`src/rtl/rr_burst_scheduler.sv`:
```
// Round-robin burst scheduler: grants one master the shared slave stream for a whole
// LEN+1-beat burst, then rotates priority past the winner.
module rr_burst_scheduler #(
    parameter int NUM_MASTERS = 4,
    parameter int DATA_W      = 8,
    parameter int LEN_W       = 4
) (
    input  logic                          clk,
    input  logic                          reset,
    input  logic [NUM_MASTERS-1:0]        REQ,
    input  logic [NUM_MASTERS*LEN_W-1:0]  LEN,
    input  logic [NUM_MASTERS*DATA_W-1:0] M_DATA,
    input  logic [NUM_MASTERS-1:0]        M_VALID,
    output logic [NUM_MASTERS-1:0]        M_READY,
    output logic [NUM_MASTERS-1:0]        GNT,
    output logic [DATA_W-1:0]             S_DATA,
    output logic                          S_VALID,
    input  logic                          S_READY,
    output logic                          S_LAST,
    output logic                          BUSY
);

    localparam int PTR_W = (NUM_MASTERS > 1) ? $clog2(NUM_MASTERS) : 1;

    typedef enum logic {
        IDLE,
        XFER
    } state_t;

    state_t                 state, state_nxt;
    logic [NUM_MASTERS-1:0] gnt, gnt_nxt;
    logic [LEN_W-1:0]       cnt, cnt_nxt;
    logic [PTR_W-1:0]       ptr, ptr_nxt;
    logic [PTR_W-1:0]       gidx, gidx_nxt;

    logic [LEN_W-1:0]       len_arr  [NUM_MASTERS];
    logic [DATA_W-1:0]      data_arr [NUM_MASTERS];
    logic                   found;
    logic [PTR_W-1:0]       win;
    logic                   s_valid;
    logic                   beat;

    always_comb begin
        for (int i = 0; i < NUM_MASTERS; i++) begin
            len_arr[i]  = LEN[i*LEN_W +: LEN_W];
            data_arr[i] = M_DATA[i*DATA_W +: DATA_W];
        end
    end

    // Rotating search starting at ptr; N is a power of two so the index wraps for free.
    always_comb begin
        found = 1'b0;
        win   = ptr;
        for (int i = 0; i < NUM_MASTERS; i++) begin
            if (!found && REQ[ptr + PTR_W'(i)]) begin
                found = 1'b1;
                win   = ptr + PTR_W'(i);
            end
        end
    end

    assign s_valid = (state == XFER) && M_VALID[gidx];
    assign beat    = s_valid && S_READY;

    // NOTE: every variable gets its hold value first so no path leaves one unassigned (no latch).
    always_comb begin
        state_nxt = state;
        gnt_nxt   = gnt;
        cnt_nxt   = cnt;
        ptr_nxt   = ptr;
        gidx_nxt  = gidx;
        case (state)
            IDLE: begin
                if (found) begin
                    state_nxt    = XFER;
                    gnt_nxt      = '0;
                    gnt_nxt[win] = 1'b1;
                    cnt_nxt      = len_arr[win];
                    gidx_nxt     = win;
                end
            end
            XFER: begin
                if (beat) begin
                    if (cnt == '0) begin
                        state_nxt = IDLE;
                        gnt_nxt   = '0;
                        ptr_nxt   = gidx + 1'b1;
                    end else begin
                        cnt_nxt = cnt - 1'b1;
                    end
                end
            end
            default: state_nxt = IDLE;
        endcase
    end

    // NOTE: state registers use non-blocking assignments so all of them update together.
    always_ff @(posedge clk) begin
        if (reset) begin
            state <= IDLE;
            gnt   <= '0;
            cnt   <= '0;
            ptr   <= '0;
            gidx  <= '0;
        end else begin
            state <= state_nxt;
            gnt   <= gnt_nxt;
            cnt   <= cnt_nxt;
            ptr   <= ptr_nxt;
            gidx  <= gidx_nxt;
        end
    end

    // Slave-side mux and the single ready return path are purely combinational.
    always_comb begin
        M_READY = '0;
        S_DATA  = '0;
        S_VALID = s_valid;
        S_LAST  = s_valid && (cnt == '0);
        if (state == XFER) begin
            M_READY[gidx] = S_READY;
            S_DATA        = data_arr[gidx];
        end
    end

    assign GNT  = gnt;
    assign BUSY = (state == XFER);

endmodule

```
`config.mk`:
```
export PLATFORM = sky130hd
export DESIGN_NAME = rr_burst_scheduler
export DESIGN_NICKNAME = d
export VERILOG_FILES = /design/src/rtl/rr_burst_scheduler.sv
export SDC_FILE = /design/constraint.sdc
export NUM_CORES = 1
export LEC_CHECK = 0
export CORE_ASPECT_RATIO = 0.8
export CORE_UTILIZATION = 40
export CTS_BUF_LIST = sky130_fd_sc_hd__clkbuf_4
export DETAILED_ROUTE_END_ITERATION = 7
export GPL_ROUTABILITY_DRIVEN = 0
export HOLD_SLACK_MARGIN = 0.12
export PLACE_DENSITY = 0.87
export REMOVE_ABC_BUFFERS = 1
export SYNTH_ARGS = -nofsm -noshare
export SYNTH_HDL_FRONTEND = slang
export SYNTH_SLANG_ARGS = --single-unit
```
`constraint.sdc`:
```
create_clock -name clk -period 4.6 [get_ports clk]
set_input_delay 0.46 -clock clk [delete_from_list [all_inputs] [get_ports clk]]
set_output_delay 0.46 -clock clk [all_outputs]
set_load 0.01 [all_outputs]
```
# Word level (Yosys, flattened, before mapping)
# Index checks and enable logic that the tools add are counted.
word_totals:
  regBits: 13
  latchBits: 0
  mem_bits_rw: 0
  mem_bits_ro: 0
  input_bits: 59
  out_inout_bits: 19
  word_cells: 85
  memories: 0
op_classes:
  n_addsub: 5
  mul: 0
  div_mod_pow: 0
  n_lt_le_gt_ge: 10
  n_eq_ne: 4
  shift: 0
  muxes: 41
  bitwise: 4
  reduce_logical: 16
op_table:
  columns: ["operator", "n"]
  rows:
  - ["4-bit 2-to-1 mux", 9]
  - ["8-bit 2-to-1 mux", 3]
  - ["2-bit by 3-bit < comparator with 1-bit output (second input constant)", 6]
  - ["8-bit binary-select mux with 2-bit select", 1]
  - ["4-bit one-hot mux with 2 select lines", 2]
  - ["1-bit 2-to-1 mux", 14]
  - ["1-bit binary-select mux with 2-bit select", 5]
  - ["3-bit AND reduction", 3]
  - ["4-bit binary-select mux with 2-bit select", 1]
  - ["1-bit logical AND", 8]
  - ["3-bit >= comparator (second input constant)", 2]
  - ["2-bit 2-to-1 mux", 3]
  - ["2-bit NOT with 3-bit output", 2]
  - ["2-bit by 1-bit adder with 2-bit output (second input constant)", 2]
  - ["2-bit adder (second input constant)", 2]
  - ["4-bit AND", 1]
  - ["1-bit demux with 2-bit select", 2]
  - ["2-bit by 1-bit >= comparator with 1-bit output (second input constant)", 2]
  - ["4-bit logical NOT", 1]
  - ["2-bit by 1-bit inequality test with 1-bit output (second input constant)", 2]
  - ["2-bit inequality test (second input constant)", 2]
  - ["4-bit by 1-bit subtractor with 4-bit output (second input constant)", 1]
  - ["1-bit logical NOT", 3]
  - ["1-bit one-hot mux with 2 select lines", 1]
  - ["2 further kinds", 2]

# Longest topological paths before layout
logic_depth:
  depth_word: 18
  ltp_mapped: 7
  depth_no_buf: 7

# Least setup slack after synthesis
# No wires, ideal clock.
synth_path:
  path_kind: "register to output"
  startpoint: "register gidx[0]"
  endpoint: "output S_DATA[0]"
  arrival_ps: 1614
  t_required_ps: 4140
  path_slack_ps: 2526
  path_stages_with_launch: 4
  n_path_buf: 1
  cell_sequence: "dfxtp_1 -> buf_1 -> mux4_2 -> and2_1"
synth_between:
  elab_chain_cells: 5
synth_rtl:
  columns: ["item", "line", "rtl"]
  rows:
  - ["from (decl)", "34", "logic [PTR_W-1:0] gidx, gidx_nxt;"]
  - ["from (signal assigned)", "110", "gidx <= gidx_nxt;"]
  - ["2-bit NOT with 3-bit output (not written as such)", "122", "S_DATA = data_arr[gidx];"]
  - ["8-bit binary-select mux with 2-bit select", "122", null]
  - ["8-bit 2-to-1 mux (not written as such) (2 in series)", "122", null]
  - ["8-bit 2-to-1 mux", "120", "if (state == XFER) begin"]
  - ["to (decl)", "16", "output logic [DATA_W-1:0] S_DATA,"]
# No other way between the ends. The select of a mux whose other input is x is not followed.

# Worst setup path in the final report
layout_path:
  startpoint: "register gidx[0]"
  endpoint: "output S_LAST"
layout_between:
  elab_chain_cells: 4
layout_rtl:
  columns: ["item", "line", "rtl"]
  rows:
  - ["1-bit binary-select mux with 2-bit select", "62", "assign s_valid = (state == XFER) && M_VALID[gidx];"]
  - ["1-bit 2-to-1 mux (not written as such)", "62", null]
  - ["1-bit logical AND", "62", null]
  - ["1-bit logical AND", "119", "S_LAST = s_valid && (cnt == '0);"]
  - ["to (decl)", "19", "output logic S_LAST,"]
# No other way between the ends. The select of a mux whose other input is x is not followed.

==> impl_metrics.csv <==
group,metric,value,unit
status,run_status,"finished, final reports clean",
yosys,ys_warn_count,0,
finish,diodes,0,
yosys,synth_area,1230,µm²
sta,hold_viol,0,
yosys,post_synth_most_frequent_cells,"13 x a21oi_1, 13 x dfxtp_1, 13 x nor2_1, 10 x and2_1, 9 x mux4_2",
run,max_cap_violations,0,
clock_tree,clock_latency,0.28,ns
grt,antenna_found_initial,0,
placed_design,dp_hpwl,3130,µm
sta,tightest_slew,0.889,ns
sta,max-slew-margin-rel,40.8,%
sta,setup_violations,0,
finish,nets,272,
finish,fill_cells,213,
clock_tree,clk_path_buf_depth,2,
yosys,synth.top_cells.by_area,"dfxtp_1 21%, mux4_2 17%, mux2i_1 6.5%",
yosys,syn-instance-count,136,
drt,post_drt_wl_per_cell,15.4,µm
sta,timing.final.crit_share,64.1,%
yosys,ys_seq_elements,13,
sta,fin_crit,2.95,ns
grt,grt_pass1_vias,1241,
sta,fin_skew,0.00251,ns
hold_path,holdPathStages,2,
setup_path,reg2reg_depth,6,
drt,dr.pass1.iters,4,
floorplan,dieArea,3290,µm²
finish,drive_above_1_share,11.6,%
yosys,yosysTopAreaCellShare,21.2,%
hold_path,hold_class,"flop to flop",
clock_tree,cts_root_buf,"clkbuf_4",
setup_path,critPathKind,"flop to output port",
grt,grtUsageMet2,47.2,%
grt,grt_max_degree,22,
drt,vias_per_cell,5.44,
sta,rsz0062_at_grt,"false",
setup_path,setup.worst_path.start_class,"flop",
finish,area_growth,63.1,%
power,irDropWorstVdd,0.154,mV
yosys,syn_avg_cell_area,9.02,µm²
floorplan,die_w,63.9,µm
clock_tree,clk_pin_slew,0.08,ns
power,powerDensity,191,nW/µm²
drt,vias,1333,
setup_path,worstPathMaxFanout,14,
clock_tree,cts_resized,0,
yosys,synth_edf_count,0,
sta,slew_viol_final,0,
grt,use_met1,29.3,%
clock_tree,cts_tree,"done",
clock_tree,h-tree-depth,1,
setup_path,crit_required,4.14,ns
grt,grt_overflow,0,
drt,drt_iter0_markers,50,
floorplan,ios,78,
setup_path,arrival,2.49,ns
placed_design,port_buffers,77,
yosys,synthFlopType,"dfxtp_1",
sta,fin_setup_tns,0,ns
drt,drc,0,
clock_tree,cts_buffers,3,
yosys,yosysTopAreaCell,"dfxtp_1",
yosys,ys_seq_area_share,21.2,%
yosys,synth_cell_type_count,40,
floorplan,dieHeight,51.5,µm
sta,max_freq,0.339,GHz
clock_tree,postCtsSetupBuffers,0,
clock_tree,cts_sinks,13,
power,power.leakage,0.744,nW
grt,grt-busiest-layer,"met2",
placed_design,post-place-ws,1.88,ns
yosys,async_flop_share,0,%
floorplan,start_util,43.3,%
grt,grtUsageTotal,24.5,%
drt,wl,3760,µm
grt,use_met3,4.82,%
grt,grt_pass1_wl,6110,µm
sta,fin_ws,1.65,ns
floorplan,rows,17,
setup_path,end_kind,"output port",
drt,ant_nets,0,
clock_tree,hold_buffers,0,
floorplan,coreArea,2830,µm²
[worst paths after layout]
check	startpoint	endpoint	slack, ns
worst max-delay path	gidx[0]$_SDFFE_PP0P_	S_LAST	1.65
worst min-delay path	GNT[2]$_SDFFE_PP0P_	GNT[2]$_SDFFE_PP0P_	0.47
worst max register to register	gidx[0]$_SDFFE_PP0P_	cnt[0]$_SDFFE_PP0P_	2.19
worst min register to register	GNT[2]$_SDFFE_PP0P_	GNT[2]$_SDFFE_PP0P_	0.47
[flip-flops by register name (all words and copies together), names as in the netlist]
name  flops
BUSY      1
ptr       2
gidx      2
GNT       4
cnt       4
[stage by stage]
step | util, % | cell area, µm² | instances | hold slack (ns) | power, W
finish | 70.7 | 2000 | 245 | 0.470 | 0.000382
global route | 70.7 | 2000 | 245 | 0.499 | 0.000405
CTS | 70.7 | 2000 | 245 | 0.473 | 0.000384
detailed placement | 69.6 | 1970 | 241 | 0.462 | 0.000307
global placement | 69.6 | 1970 | 241 | 0.463 | 0.000299
floorplan | - | 1150 | 126 | 0.486 | 0.000214
[layout by cell type (no fill, tap or decap), drive strengths merged, types with 2 or more instances in the layout]
cell type / count
clkdlybuf4s50: 77
dfxtp: 13
nor2: 13
a21oi: 13
and2: 10
mux4: 9
mux2i: 8
inv: 6
and3: 6
nand2: 6
ha: 5
nand3: 4
a31oi: 4
clkbuf: 4
o21ai: 3
nor3: 3
nor3b: 3
mux2: 3
nor2b: 2
[cells by family after synthesis]
kind of cell / Yosys count / share of synthesized area [%]
adder cells (fa/ha/maj): 5 / 5.10
flip-flops: 13 / 21.2
AND/OR/NAND/NOR: 54 / 24.6
multiplexers: 20 / 25.8
buffers and inverters: 16 / 7.96
AO/OA/AOI/OAI: 28 / 15.3
[final cells by class]
class | count | area [µm²] | share of cell area (%)
multi-input combinational | 107 | 868 | 43.4
timing repair buffer | 77 | 771 | 38.5
sequential | 13 | 260 | 13.0
tap | 38 | 47.5 | 2.38
clock buffer | 4 | 30.0 | 1.50
inverter | 6 | 22.5 | 1.13
[critical path, cell delays in order, from the launching register on]
cell,delay (ns)
dfxtp_1,0.81
mux4_2,0.59
and2_1,0.18
and3_1,0.16
clkdlybuf4s50_1,0.47
[layer usage]
| layer | part of all wire [%] | vias to the layer above |
|---|---|---|
| met4 | 0.19 | 0 |
| met3 | 5.5 | 2 |
| met1 | 41 | 631 |
| met5 | 0 | - |
| met2 | 54 | 42 |
| li1 | - | 658 |
[report_power, final]
| group | internal (W) | switching, W |
|---|---|---|
| combinational | 0.000107 | 0.0000623 |
| sequential | 0.000121 | 0.0000147 |
| clock | 0.0000396 | 0.0000381 |
| total | 0.000267 | 0.000115 |
No activity file was read; power rests on OpenSTA's default activity.
